<file path="src/rtl/nn_pkg.sv">
// Shared fixed-point parameters and types for the layer datapath
// (address generator, MAC and activation stages).
package nn_pkg;
  localparam int DATA_W = 8;
  localparam int FRAC   = 4;
  localparam int ACC_W  = 24;
  localparam int PROD_W = 2 * DATA_W;
  localparam int ADDR_W = 8;
  localparam int CNT_W  = 8;

  localparam int Q_ONE = 1 << FRAC;
  localparam int Q_MAX = (1 << (DATA_W - 1)) - 1;

  typedef logic signed [DATA_W-1:0] data_t;
  typedef logic signed [PROD_W-1:0] prod_t;
  typedef logic signed [ACC_W-1:0]  acc_t;

  typedef struct packed {
    logic              vld;
    logic              first;
    logic              last;
    logic [ADDR_W-1:0] addr;
    prod_t             prod;
  } mul_stage_t;
endpackage

</file>
<file path="src/rtl/relu_sat.sv">
// Combinational Q-format rescale, ReLU and upper clamp from accumulator width
// down to a DATA_W result.
module relu_sat
  import nn_pkg::*;
(
  input  acc_t  acc_i,
  output data_t act_o
);
  localparam acc_t ACC_QMAX = acc_t'(Q_MAX);

  acc_t shifted;

  always_comb begin
    shifted = acc_i >>> FRAC;
    act_o   = '0;
    if (shifted < 0)
      act_o = '0;
    else if (shifted > ACC_QMAX)
      act_o = data_t'(Q_MAX);
    else
      act_o = shifted[DATA_W-1:0];
  end
endmodule

</file>
<file path="src/rtl/neuron_mac.sv">
// Three-stage multiply / accumulate / activate pipeline. Nk products are summed
// per neuron, then one saturated ReLU result is written to neuron RAM.
module neuron_mac
  import nn_pkg::*;
(
  input  logic                     clk,
  input  logic                     reset,
  input  logic [CNT_W-1:0]         Nk,
  input  logic                     in_valid,
  input  logic                     in_last,
  input  logic signed [DATA_W-1:0] weight_data,
  input  logic signed [DATA_W-1:0] neuro_data,
  input  logic [ADDR_W-1:0]        neuro_write_addr,
  output logic                     wr_en,
  output logic [ADDR_W-1:0]        wr_addr,
  output logic [DATA_W-1:0]        wr_data,
  output logic                     busy,
  output logic                     err
);
  mul_stage_t        mul_q, mul_d;
  logic              first_q, first_d;
  logic [CNT_W-1:0]  cnt_q, cnt_d;
  logic [CNT_W-1:0]  nk_q, nk_d;
  logic              err_q, err_d;
  acc_t              acc_q, acc_d;
  logic              acc_vld_q;
  logic              pend_q;
  logic [ADDR_W-1:0] paddr_q;
  logic              wr_en_q;
  logic [ADDR_W-1:0] wr_addr_q;
  data_t             wr_data_q;

  prod_t             w_ext, n_ext, mprod;
  logic [CNT_W-1:0]  cnt_inc, nk_eff;
  data_t             act;

  // Widen before multiplying so the full signed product is kept.
  assign w_ext = prod_t'(weight_data);
  assign n_ext = prod_t'(neuro_data);
  assign mprod = mul_q.prod;

  assign cnt_inc = cnt_q + 1'b1;
  assign nk_eff  = first_q ? Nk : nk_q;

  always_comb begin
    mul_d       = mul_q;
    mul_d.vld   = in_valid;
    first_d     = first_q;
    cnt_d       = cnt_q;
    nk_d        = nk_q;
    err_d       = err_q;
    if (in_valid) begin
      mul_d.prod  = w_ext * n_ext;
      mul_d.first = first_q;
      mul_d.last  = in_last;
      mul_d.addr  = neuro_write_addr;
      first_d     = in_last;
      cnt_d       = in_last ? '0 : cnt_inc;
      nk_d        = nk_eff;
      if (in_last && (cnt_inc != nk_eff))
        err_d = 1'b1;
    end
  end

  always_comb begin
    acc_d = acc_q;
    if (mul_q.vld)
      acc_d = mul_q.first ? acc_t'(mprod) : acc_q + acc_t'(mprod);
  end

  relu_sat u_relu_sat (
    .acc_i (acc_q),
    .act_o (act)
  );

  always_ff @(posedge clk or posedge reset) begin
    if (reset) begin
      mul_q     <= '0;
      first_q   <= 1'b1;
      cnt_q     <= '0;
      nk_q      <= '0;
      err_q     <= 1'b0;
      acc_q     <= '0;
      acc_vld_q <= 1'b0;
      pend_q    <= 1'b0;
      paddr_q   <= '0;
      wr_en_q   <= 1'b0;
      wr_addr_q <= '0;
      wr_data_q <= '0;
    end else begin
      mul_q     <= mul_d;
      first_q   <= first_d;
      cnt_q     <= cnt_d;
      nk_q      <= nk_d;
      err_q     <= err_d;
      acc_q     <= acc_d;
      acc_vld_q <= mul_q.vld;
      pend_q    <= mul_q.vld & mul_q.last;
      if (mul_q.vld && mul_q.last)
        paddr_q <= mul_q.addr;
      // The output stage reads acc_q before the next neuron's first product
      // overwrites it, which is what allows back-to-back neurons.
      wr_en_q <= pend_q;
      if (pend_q) begin
        wr_addr_q <= paddr_q;
        wr_data_q <= act;
      end
    end
  end

  assign wr_en   = wr_en_q;
  assign wr_addr = wr_addr_q;
  assign wr_data = wr_data_q;
  assign err     = err_q;
  assign busy    = mul_q.vld | acc_vld_q | pend_q | ~first_q;
endmodule

</file>
<file path="config.mk">
export PLATFORM = sky130hd
export DESIGN_NAME = neuron_mac
export DESIGN_NICKNAME = d
export VERILOG_FILES = /design/src/rtl/nn_pkg.sv /design/src/rtl/relu_sat.sv /design/src/rtl/neuron_mac.sv
export SDC_FILE = /design/constraint.sdc
export NUM_CORES = 1
export LEC_CHECK = 0
export ABC_AREA = 0
export ABC_CLOCK_PERIOD_IN_PS = 3000
export CORE_MARGIN = 4
export CORE_UTILIZATION = 25
export CTS_CLUSTER_DIAMETER = 120
export DETAILED_ROUTE_END_ITERATION = 6
export GPL_ROUTABILITY_DRIVEN = 0
export PLACE_DENSITY = 0.41
export SETUP_SLACK_MARGIN = 0.3
export SYNTH_ARGS = -nofsm -noshare
export SYNTH_HDL_FRONTEND = slang
export SYNTH_SLANG_ARGS = --single-unit
</file>
<file path="constraint.sdc">
create_clock -name clk -period 3 [get_ports clk]
set_clock_uncertainty 0.2 [all_clocks]
set_input_delay 0.3 -clock clk [delete_from_list [all_inputs] [get_ports clk]]
set_output_delay 0.3 -clock clk [all_outputs]
set_load 0.02 [all_outputs]
</file>
Yosys cells after proc, flatten, opt, wreduce, memory -nomap -nowiden
Index checks and enable logic that the tools add are counted.
{ "totals": {"elab_cells": 35, "register_bits": 96, "out_inout_bits": 19, "input_bits": 36} }
{ "op_classes": {"n_eq_ne": 1, "n_reduce_logical": 3, "n_lt_le_gt_ge": 2, "n_mul": 1, "n_bitwise": 5, "mux": 5, "n_addsub": 2} }
{ "op_table": {"columns": ["cell", "n"], "rows": [
  ["8-bit two-way mux", 4],
  ["24-bit by 16-bit adder with 24-bit output", 1],
  ["24-bit two-way mux", 1],
  ["20-bit by 8-bit > comparator with 1-bit output, second input constant", 1],
  ["20-bit by 1-bit less-than comparator with 1-bit output, second input constant", 1],
  ["8-bit by 8-bit multiplier with 16-bit output", 1],
  ["8-bit by 1-bit adder with 8-bit output, second input constant", 1],
  ["8-bit != test", 1],
  ["1-bit bitwise OR", 3],
  ["1-bit logical AND", 2],
  ["2-bit AND reduction", 1],
  ["1-bit bitwise AND", 1],
  ["1-bit inverter", 1]
]} }

Depth between registers and ports, before layout
Gate-level depths: netlist of the first run.
{ "logic_depth": {"ltp_word": 4, "mapped_depth": 18, "ltp_nobuf": 18} }

Modules after synthesis
A second synthesis of the first run with hierarchy kept.
{ "hier_totals": {"cells_unflattened": 788, "area_unflattened_um2": 7887.6} }
{ "modules_own_cells": {"columns": ["module", "area_per_inst_um2", "seq_area_each_um2", "cells_per_inst", "n_inst"], "rows": [
  ["neuron_mac", 7751.2, 2403.6, 769, 1],
  ["relu_sat", 136.4, 0.0, 19, 1]
]} }

Worst setup path before layout of the first run
Ideal clock, no wire load.
{ "synth_timing": {"kind": "in2reg", "from": "input port weight_data[3]", "to": "register mul_q (netlist bit mprod[15])", "setup_ns": 0.125, "path_stages": 16, "setup_slack_ns": -1.623, "arrival_ns": 4.298, "cell_sequence": "and2_1 -> fa_1 -> inv_1 -> fa_1 -> inv_1 -> fa_1 -> inv_1 -> fa_1 -> inv_1 -> ha_1 -> a2111oi_4 -> nor3_2 -> a2111oi_4 -> a21oi_1 -> xnor2_1 -> mux2_2"} }
{ "synth_via": {"elab_chain_len": 1} }
{ "synth_rtl": {"columns": ["item", "line_no", "source"], "rows": [
  ["from (decl)", "neuron_mac.sv:11", "input logic signed [DATA_W-1:0] weight_data,"],
  ["8-bit by 8-bit multiplier with 16-bit output", "neuron_mac.sv:53", "mul_d.prod = w_ext * n_ext;"],
  ["to (signal assigned)", "neuron_mac.sv:91", "mul_q <= mul_d;"],
  ["to (decl)", "neuron_mac.sv:20", "mul_stage_t mul_q, mul_d;"]
]} }
No other way between the ends.
A chain may end at the register's enable or synchronous reset.

Worst setup path after layout of the first run
{ "layout_timing": {"from": "input port weight_data[6]", "to": "register mul_q (netlist bit mprod[15])"} }
The elaborated chain is that of the path after synthesis.

==> results of run 1 <==
## worst max path at each step
stage	depth (start not counted)	endpoint	slack, ns
2_1_floorplan	16	mprod[15]	-1.33
3_3_place_gp	17	mprod[15]	-2.06
3_5_place_dp	17	mprod[15]	-2.10
4_1_cts	17	mprod[15]	-1.32
5_1_grt	19	mprod[14]	-1.31
6_report	17	mprod[15]	-1.19
## cells in the final DEF (no fill, tap or decap), types with 6 or more instances in the layout
cell type and n:
sky130_fd_sc_hd__buf_8 6, sky130_fd_sc_hd__mux2i_1 10, sky130_fd_sc_hd__xor2_1 13, sky130_fd_sc_hd__clkdlybuf4s50_1 38, sky130_fd_sc_hd__and2_4 17, sky130_fd_sc_hd__inv_2 14
sky130_fd_sc_hd__buf_4 70, sky130_fd_sc_hd__nor2b_1 9, sky130_fd_sc_hd__xnor2_1 30, sky130_fd_sc_hd__a21oi_1 36, sky130_fd_sc_hd__buf_6 23, sky130_fd_sc_hd__inv_1 87
sky130_fd_sc_hd__clkbuf_16 9, sky130_fd_sc_hd__nand2_1 56, sky130_fd_sc_hd__o21a_1 6, sky130_fd_sc_hd__nor2_1 31, sky130_fd_sc_hd__a31oi_1 7, sky130_fd_sc_hd__ha_4 13
sky130_fd_sc_hd__nand2b_1 6, sky130_fd_sc_hd__and2_1 27, sky130_fd_sc_hd__mux2_2 44, sky130_fd_sc_hd__mux2_4 7, sky130_fd_sc_hd__dfrtp_1 95, sky130_fd_sc_hd__fa_1 52
sky130_fd_sc_hd__a21o_1 23, sky130_fd_sc_hd__ha_1 37, sky130_fd_sc_hd__nand3_1 12, sky130_fd_sc_hd__o21ai_0 36
## kinds of logic after synthesis
logic type	after synthesis	share of synthesized area [%]
muxes	61	8.80
adders and majority gates	109	23.2
DFF	96	31.2
xor gates and xnor gates	46	5.23
and+or+nand+nor	189	12.3
buffers and inverters	123	6.01
AOI/OAI and AO/OA	158	13.3
## power by group through the flow
stage | registers, mW | logic [mW] | clock network [mW]
5_1_grt | 2.13 | 7.43 | 1.26
2_1_floorplan | 2.09 | 4.30 | 0
6_report | 2.06 | 6.64 | 1.16
4_1_cts | 2.08 | 6.41 | 1.21
3_3_place_gp | 2.10 | 6.11 | 0
3_5_place_dp | 2.10 | 6.07 | 0
## sequential cells by signal, summed over array words and instances (netlist names)
| register | count |
|---|---|
| paddr_q | 8 |
| pend_q | 1 |
| first_q | 1 |
| acc_q | 24 |
| mul_q | 11 |
| cnt_q | 8 |
| err | 1 |
| acc_vld_q | 1 |
| wr_addr | 8 |
| wr_en | 1 |
| nk_q | 8 |
| mprod | 16 |
| wr_data | 8 |
## through the flow
step	utilization (%)	hold slack [ns]	setup TNS, ns
global route	33.3	0.151	-10.48
finish	33.3	0.123	-9.35
global placement	30.7	0.282	-18.71
floorplan	-	0.131	-8.79
CTS	32.4	0.121	-9.28
detailed placement	30.7	0.286	-18.81
## cell type report
| class | count | area [sq um] | area share (%) |
|---|---|---|---|
| Tap cell | 396 | 495 | 4.88 |
| Timing Repair Buffer | 145 | 1360 | 13.3 |
| Clock inverter | 6 | 57.6 | 0.566 |
| Multi-Input combinational cell | 563 | 5220 | 51.4 |
| Inverter | 103 | 390 | 3.84 |
| Sequential cell | 96 | 2400 | 23.7 |
| Clock buffer | 10 | 239 | 2.35 |
## routing by layer
metal | up-vias | wire length [um] | part of all wire (%)
met4 | 0 | 140 | 0.79
met5 | - | 0 | 0
met3 | 9 | 307 | 1.7
met1 | 2778 | 8470 | 48
li1 | 2890 | - | -
met2 | 52 | 8730 | 49
## worst max-delay path: stages
cell and delay (ns):
sky130_fd_sc_hd__buf_8 0.10, sky130_fd_sc_hd__and2_4 0.15, sky130_fd_sc_hd__fa_1 0.50, sky130_fd_sc_hd__inv_1 0.05, sky130_fd_sc_hd__fa_1 0.50, sky130_fd_sc_hd__inv_2 0.05, sky130_fd_sc_hd__fa_1 0.54, sky130_fd_sc_hd__inv_2 0.04
sky130_fd_sc_hd__fa_1 0.54, sky130_fd_sc_hd__inv_2 0.05, sky130_fd_sc_hd__ha_4 0.24, sky130_fd_sc_hd__a2111oi_4 0.34, sky130_fd_sc_hd__nor3_2 0.09, sky130_fd_sc_hd__a2111oi_4 0.24, sky130_fd_sc_hd__a21oi_2 0.10, sky130_fd_sc_hd__xnor2_1 0.13
sky130_fd_sc_hd__mux2_4 0.25
## timing repair
item / 4_1_cts / 5_1_grt
setup endpoints to repair: 22 / 18
pin swaps: 34 / 38
gates resized for setup: 119 / 62
buffers inserted: 13 / 6
==> results_tabular.tex, run 1 <==
\begin{tabular}{lr}
\hline
Metric & Value \\
\hline
\multicolumn{2}{l}{\textbf{Yosys}} \\
\quad Most repeated cell in the gate-level netlist after synthesis & sky130\_fd\_sc\_hd\_\_inv\_1 \\
\quad Most used flip-flop cell after synthesis & sky130\_fd\_sc\_hd\_\_dfrtp\_1 \\
\quad Cell type contributing the most total cell area after synthesis & sky130\_fd\_sc\_hd\_\_dfrtp\_1 \\
\quad Number of distinct library cells after synthesis & about 50 \\
\quad Most frequent cells after synthesis & 102 x sky130\_fd\_sc\_hd\_\_inv\_1, 95 x sky130\_fd\_sc\_hd\_\_dfrtp\_1, 59 x sky130\_fd\_sc\_hd\_\_nand2\_1 \\
\quad Avg Cell Area, Syn & roughly 9.9 sq um \\
\quad Synth warnings & 0 \\
\quad Part of the Yosys area used for sequential elements & between 30 and 40\% \\
\quad Post-synthesis cell count & 782 \\
\quad Portion of synthesized cell area occupied by the leading cell type & between 30\% and 40\% \\
\quad Cell Area, Synth & 7700 sq um \\
\quad Share of async-settable or async-resettable flops after synthesis & 100\% \\
\quad Flip-flop and latch count after synthesis & 96 \\
\quad Post-Synthesis Net Count & between 900 and 1,000 \\
\quad Top cells by area, synth & sky130\_fd\_sc\_hd\_\_dfrtp\_1 31\%, sky130\_fd\_sc\_hd\_\_fa\_1 15\%, sky130\_fd\_sc\_hd\_\_ha\_1 8.6\% \\
\quad Number of enable-type register cells in the synthesized netlist & 0 \\
\multicolumn{2}{l}{\textbf{Placed design}} \\
\quad Instance area at placement & 9370 sq um \\
\quad I/O Buffers & 54 \\
\quad Worst setup timing slack at the placement stage & -2.10 ns \\
\quad Number of placed instances with taps included & approximately 1,300 \\
\quad Half-perimeter wire length of the detailed placement result & 14.0 mm \\
\multicolumn{2}{l}{\textbf{CTS}} \\
\quad Clock Pin Slew Worst Setup and Hold Paths & 0.08 ns \\
\quad Cell chosen for the clock root & sky130\_fd\_sc\_hd\_\_clkbuf\_16 \\
\quad Total number of H-tree levels & 3 \\
\quad Number of clock buffers inserted by TritonCTS & 9 \\
\quad CTS tree & yes \\
\quad Worst skew pair latency & 0.35 ns \\
\quad Number of hold-repair buffers added at the cts stage & 0 \\
\quad Total clock sinks & 96 \\
\quad Maximum count of clock buffers along a single path & 2 \\
\multicolumn{2}{l}{\textbf{STA}} \\
\quad Setup repair after global routing missed its margin & true \\
\quad Max-slew violations & 0 \\
\quad Final setup fails & 11 \\
\quad Highest clock frequency the design can meet & 239 MHz \\
\quad Final hold viol count & 0 \\
\quad Final Cycle Share & 140\% \\
\quad Clock period minus worst slack & between 4 and 5 ns \\
\quad Worst Slack Setup Final & -1.19 ns \\
\quad Worst Tran Pin Value & 0.503 ns \\
\quad Worst relative slew slack & roughly two thirds \\
\multicolumn{2}{l}{\textbf{Power}} \\
\quad Clk network pwr share & 11.8\% \\
\quad Static power due to leakage & 4.60 nW \\
\quad IR Drop Worst-Case VDD & around 360 uV \\
\quad Net switching power & 4.13 mW \\
\quad Share of total power in combinational logic & 67.3\% \\
\quad Pwr Total & 9.86 mW \\
\quad Sequential share of power & 20.9\% \\
\quad Switching part of the total power & a little over two fifths \\
\quad Internal Dissipation & 5.74 mW \\
\quad Total power density per cell area & 971 nW/um\^{}2 \\
\multicolumn{2}{l}{\textbf{Detailed routing}} \\
\quad Antenna violation net count after detailed routing & 0 \\
\quad Count of vias placed by the detailed router & 5,729 \\
\quad Number of remaining DRC errors & 0 \\
\quad Routed wirelength normalized by instance count & 13.4 um \\
\quad Routed WL & around 18 mm \\
\quad DRC violation total after the first TritonRoute iteration & 231 \\
\quad DR pass1 iterations & 5 \\
\quad Number of vias per cell after detailed routing & $\sim$4.3 \\
\multicolumn{2}{l}{\textbf{Critical path}} \\
\quad Type of element capturing the critical path & register \\
\quad Worst setup path startpoint & weight\_data[6] \\
\quad Reg2reg end & acc\_q[21] \\
\quad Worst-path maximum fanout & 4 \\
\quad Worst endpoint required time & 3.03 ns \\
\quad Flop-to-flop setup slack & 0.44 ns \\
\quad Crit path launch type & primary input \\
\quad Cell depth of the worst flop-to-flop path & 9 \\
\quad Classification of the worst setup path & primary input to register \\
\quad RR Startpoint & mprod[2] \\
\quad Endpoint arrival time on the critical path & 4.22 ns \\
\multicolumn{2}{l}{\textbf{Global routing}} \\
\quad Vias in the first global route & 5,987 \\
\quad Initial antenna violation count & 0 \\
\quad Routing usage on met1 & 15.0\% \\
\quad Met2 Track Usage GR & 18.4\% \\
\quad GRT busiest layer & met2 \\
\quad Wire length of the first global-routing pass & 30.4 mm \\
\quad Global route overflow & 0 \\
\quad Pin count of the biggest net entering global routing & 50 \\
\quad Global Route Usage Sum & 10.9\% \\
\quad GR Layer Usage met3 & 1.48\% \\
\multicolumn{2}{l}{\textbf{Run status}} \\
\quad Result of the run & finished, violations left \\
\quad Failing checks & negative setup slack \\
\multicolumn{2}{l}{\textbf{Finish}} \\
\quad Antenna Diode Count & 0 \\
\quad Area growth from synthesis to layout & 31.9\% \\
\quad Fraction of layout cells with a size suffix above 1 & approximately 28\% \\
\quad Post-layout net count & 1,063 \\
\quad Post-route cell area & 10,200 sq um \\
\quad \# fillers & 3,155 \\
\quad Layout Cells excl Fill & 1,319 \\
\multicolumn{2}{l}{\textbf{Die}} \\
\quad Core Region & between 30,000 and 40,000 sq um \\
\quad Initial cell density of the core & 25.3\% \\
\quad Vertical extent of the die & 184 um \\
\quad Area enclosed by the die boundary & approximately 34,000 sq um \\
\quad Row count & 64 \\
\quad Die extent in x & 184 um \\
\quad Count of pins on the block boundary & 55 \\
\multicolumn{2}{l}{\textbf{Flow run}} \\
\quad Max-capacitance violation count & 0 \\
\multicolumn{2}{l}{\textbf{Worst hold path}} \\
\quad Worst hold path class & primary input to async pin \\
\hline
\end{tabular}
Note: power is estimated with default switching activity, not from simulation.
==> inputs of run 2 (changes only) <==
--- a/config.mk
+++ b/config.mk
@@ -6,7 +6,6 @@
 export NUM_CORES = 1
 export LEC_CHECK = 0
 export ABC_AREA = 0
-export ABC_CLOCK_PERIOD_IN_PS = 3000
 export CORE_MARGIN = 4
 export CORE_UTILIZATION = 25
 export CTS_CLUSTER_DIAMETER = 120
==> results of run 2 <==
Final layout, timing and power as in run 1 (identical DEF).
==> inputs of run 3 (changes only) <==
--- a/config.mk
+++ b/config.mk
@@ -8,6 +8,7 @@
 export ABC_AREA = 0
 export CORE_MARGIN = 4
 export CORE_UTILIZATION = 25
+export CTS_BUF_LIST = sky130_fd_sc_hd__clkbuf_16
 export CTS_CLUSTER_DIAMETER = 120
 export DETAILED_ROUTE_END_ITERATION = 6
 export GPL_ROUTABILITY_DRIVEN = 0
==> results_tabular.tex, run 3 (synthesis gave the netlist of run 1 again) <==
\begin{tabular}{lr}
\hline
Metric & Value \\
\hline
\multicolumn{2}{l}{\textbf{Detailed routing}} \\
\quad Routed WL & 17.6 mm (about the same) \\
\quad Antenna violation net count after detailed routing & 0 (unchanged) \\
\quad DRC violation total after the first TritonRoute iteration & 230 (was 231) \\
\quad Number of remaining DRC errors & 0 (unchanged) \\
\quad DR pass1 iterations & 4 (was 5) \\
\quad Routed wirelength normalized by instance count & 13.4 um (about the same) \\
\quad Count of vias placed by the detailed router & 5,719 (was 5,729) \\
\quad Number of vias per cell after detailed routing & 4.34 (about the same) \\
\multicolumn{2}{l}{\textbf{Power}} \\
\quad Static power due to leakage & 4.59 nW (was 4.60 nW) \\
\quad IR Drop Worst-Case VDD & 356 uV (about the same) \\
\quad Total power density per cell area & 968 nW/um\^{}2 (was 971 nW/um\^{}2) \\
\multicolumn{2}{l}{\textbf{CTS}} \\
\quad Total clock sinks & 96 (unchanged) \\
\quad Clock Pin Slew Worst Setup and Hold Paths & 0.08 ns (about the same) \\
\quad Worst skew pair latency & 0.35 ns (about the same) \\
\quad CTS tree & yes (unchanged) \\
\quad Cell chosen for the clock root & sky130\_fd\_sc\_hd\_\_clkbuf\_16 (unchanged) \\
\quad Total number of H-tree levels & 3 (unchanged) \\
\quad Number of clock buffers inserted by TritonCTS & 9 (unchanged) \\
\quad Maximum count of clock buffers along a single path & 2 (unchanged) \\
\multicolumn{2}{l}{\textbf{Global routing}} \\
\quad Wire length of the first global-routing pass & 30.4 mm (about the same) \\
\quad Initial antenna violation count & 0 (unchanged) \\
\quad Vias in the first global route & 5,983 (was 5,987) \\
\quad Global route overflow & 0 (unchanged) \\
\quad Global Route Usage Sum & 10.9\% (about the same) \\
\quad Pin count of the biggest net entering global routing & 50 (unchanged) \\
\multicolumn{2}{l}{\textbf{Critical path}} \\
\quad Critical path, cell by cell & buf\_8 > and2\_4 > fa\_1 > inv\_1 > fa\_1 > inv\_2 > fa\_1 > inv\_2 > fa\_1 > inv\_2 > ha\_4 > a2111oi\_4 > nor3\_2 > a2111oi\_4 > a21oi\_2 > xnor2\_1 > mux2\_4 (unchanged) \\
\quad Worst-path maximum fanout & 4 (unchanged) \\
\quad Crit path launch type & primary input (unchanged) \\
\quad Cell depth of the worst flop-to-flop path & 9 (unchanged) \\
\quad Most Frequent Cell on Critical Path & sky130\_fd\_sc\_hd\_\_fa\_1 (unchanged) \\
\quad Worst endpoint required time & 3.03 ns (about the same) \\
\quad Delay contributed by the slowest stage of the critical path & 0.54 ns (about the same) \\
\quad Flop-to-flop setup slack & 0.42 ns (was 0.44 ns) \\
\quad Critical Path Slowest Stage Cell & sky130\_fd\_sc\_hd\_\_fa\_1 (unchanged) \\
\quad Classification of the worst setup path & primary input to register (unchanged) \\
\quad Type of element capturing the critical path & register (unchanged) \\
\quad Endpoint arrival time on the critical path & 4.22 ns (about the same) \\
\multicolumn{2}{l}{\textbf{Run status}} \\
\quad Failing checks & negative setup slack (unchanged) \\
\quad Result of the run & finished, violations left (unchanged) \\
\multicolumn{2}{l}{\textbf{STA}} \\
\quad Max-slew violations & 0 (unchanged) \\
\quad Highest clock frequency the design can meet & 239 MHz (about the same) \\
\quad Final hold viol count & 0 (unchanged) \\
\quad Setup repair after global routing missed its margin & true (unchanged) \\
\quad Worst Tran Pin Value & 0.500 ns (was 0.503 ns) \\
\quad Worst Slack Setup Final & -1.19 ns (about the same) \\
\quad Setup total negative slack & -9.36 ns (was -9.35 ns) \\
\quad Final Cycle Share & 140\% (about the same) \\
\quad Worst relative slew slack & 66.6\% (was 66.4\%) \\
\quad Clock period minus worst slack & 4.19 ns (about the same) \\
\quad Final setup fails & 11 (unchanged) \\
\multicolumn{2}{l}{\textbf{Flow run}} \\
\quad Max-capacitance violation count & 0 (unchanged) \\
\multicolumn{2}{l}{\textbf{Placed design}} \\
\quad Worst setup timing slack at the placement stage & -2.10 ns (unchanged) \\
\quad I/O Buffers & 54 (unchanged) \\
\quad Half-perimeter wire length of the detailed placement result & 14.0 mm (unchanged) \\
\multicolumn{2}{l}{\textbf{Finish}} \\
\quad Area growth from synthesis to layout & 31.8\% (was 31.9\%) \\
\quad Commonest non-fill, non-tap cells in the layout & 95 x sky130\_fd\_sc\_hd\_\_dfrtp\_1, 87 x sky130\_fd\_sc\_hd\_\_inv\_1, 70 x sky130\_fd\_sc\_hd\_\_buf\_4 (unchanged) \\
\quad Fraction of layout cells with a size suffix above 1 & 27.4\% (was 27.5\%) \\
\quad Post-layout net count & 1,063 (unchanged) \\
\quad Register bank with the most flops & acc\_q (unchanged) \\
\quad Number of flip-flops in the largest register & 24 (unchanged) \\
\quad Antenna Diode Count & 0 (unchanged) \\
\quad Leading cell type in the layout, fill and taps excluded & sky130\_fd\_sc\_hd\_\_dfrtp\_1 (unchanged) \\
\multicolumn{2}{l}{\textbf{Die}} \\
\quad Vertical extent of the die & 184 um (unchanged) \\
\quad Count of pins on the block boundary & 55 (unchanged) \\
\quad Core Region & 30,500 sq um (unchanged) \\
\quad Die extent in x & 184 um (unchanged) \\
\quad Row count & 64 (unchanged) \\
\quad Area enclosed by the die boundary & 33,700 sq um (unchanged) \\
\quad Initial cell density of the core & 25.3\% (unchanged) \\
\multicolumn{2}{l}{\textbf{Worst hold path}} \\
\quad Worst hold path class & primary input to async pin (unchanged) \\
\hline
\end{tabular}
-- run 3: final cells by class --
type                       instances  area (sq um)
inverter                         103           390
tap                              396           495
fill                            3157         20400
clock inverter                     7          61.3
multi-input combinational        563          5220
sequential                        96          2400
clock buffer                       9           225
timing repair buffer             145          1360
-- run 3: timing repair --
item,4_1_cts,5_1_grt
endpoints found under the setup margin,22,18
hold buffers,0,0
gates resized for setup,119,62
pin swaps,34,38
buffers inserted,13,6
hold endpoints to repair,0,0
-- run 3: worst paths after layout --
kind	from	to
max	weight_data[6]	mprod[15]
min	reset	wr_addr[2]
max reg2reg	mprod[2]	acc_q[21]
min reg2reg	mul_q[17]	paddr_q[1]
max in group asynchronous	reset	cnt_q[1]
min in group clk	neuro_data[0]	mprod[0]
-- run 3: worst max-delay path, delay by kind of cell --
family,cells,cell delay [ns]
AO/OA/AOI/OAI,3,0.68
adder cells (fa/ha/maj),5,2.32
multiplexers,1,0.25
XOR/XNOR,1,0.13
AND/OR/NAND/NOR,2,0.24
buffers and inverters,5,0.29
-- run 3: layer usage --
| layer | wire, um | GRT usage [%] | share of wire, % |
|---|---|---|---|
| met3 | 291 | 1.48 | 1.7 |
| met1 | 8490 | 15.0 | 48 |
| met5 | 0 | 0 | 0 |
| met4 | 123 | 2.32 | 0.70 |
| met2 | 8720 | 18.4 | 49 |
-- run 3: where the power goes --
group / switching [mW] / internal (mW)
clock: 0.553 / 0.581
combinational: 3.23 / 3.40
sequential: 0.338 / 1.72
total: 4.12 / 5.71
-- run 3: stage by stage --
step | area, sq um | hold slack, ns | total power, mW | util (%) | std cells
after floorplan | 7850 | 0.131 | 6.38 | - | 782
after global placement | 9370 | 0.282 | 8.21 | 30.7 | 1284
after detailed placement | 9370 | 0.286 | 8.17 | 30.7 | 1284
after CTS | 9880 | 0.122 | 9.67 | 32.4 | 1313
after global routing | 10200 | 0.152 | 10.8 | 33.3 | 1319
final | 10200 | 0.123 | 9.83 | 33.3 | 1319
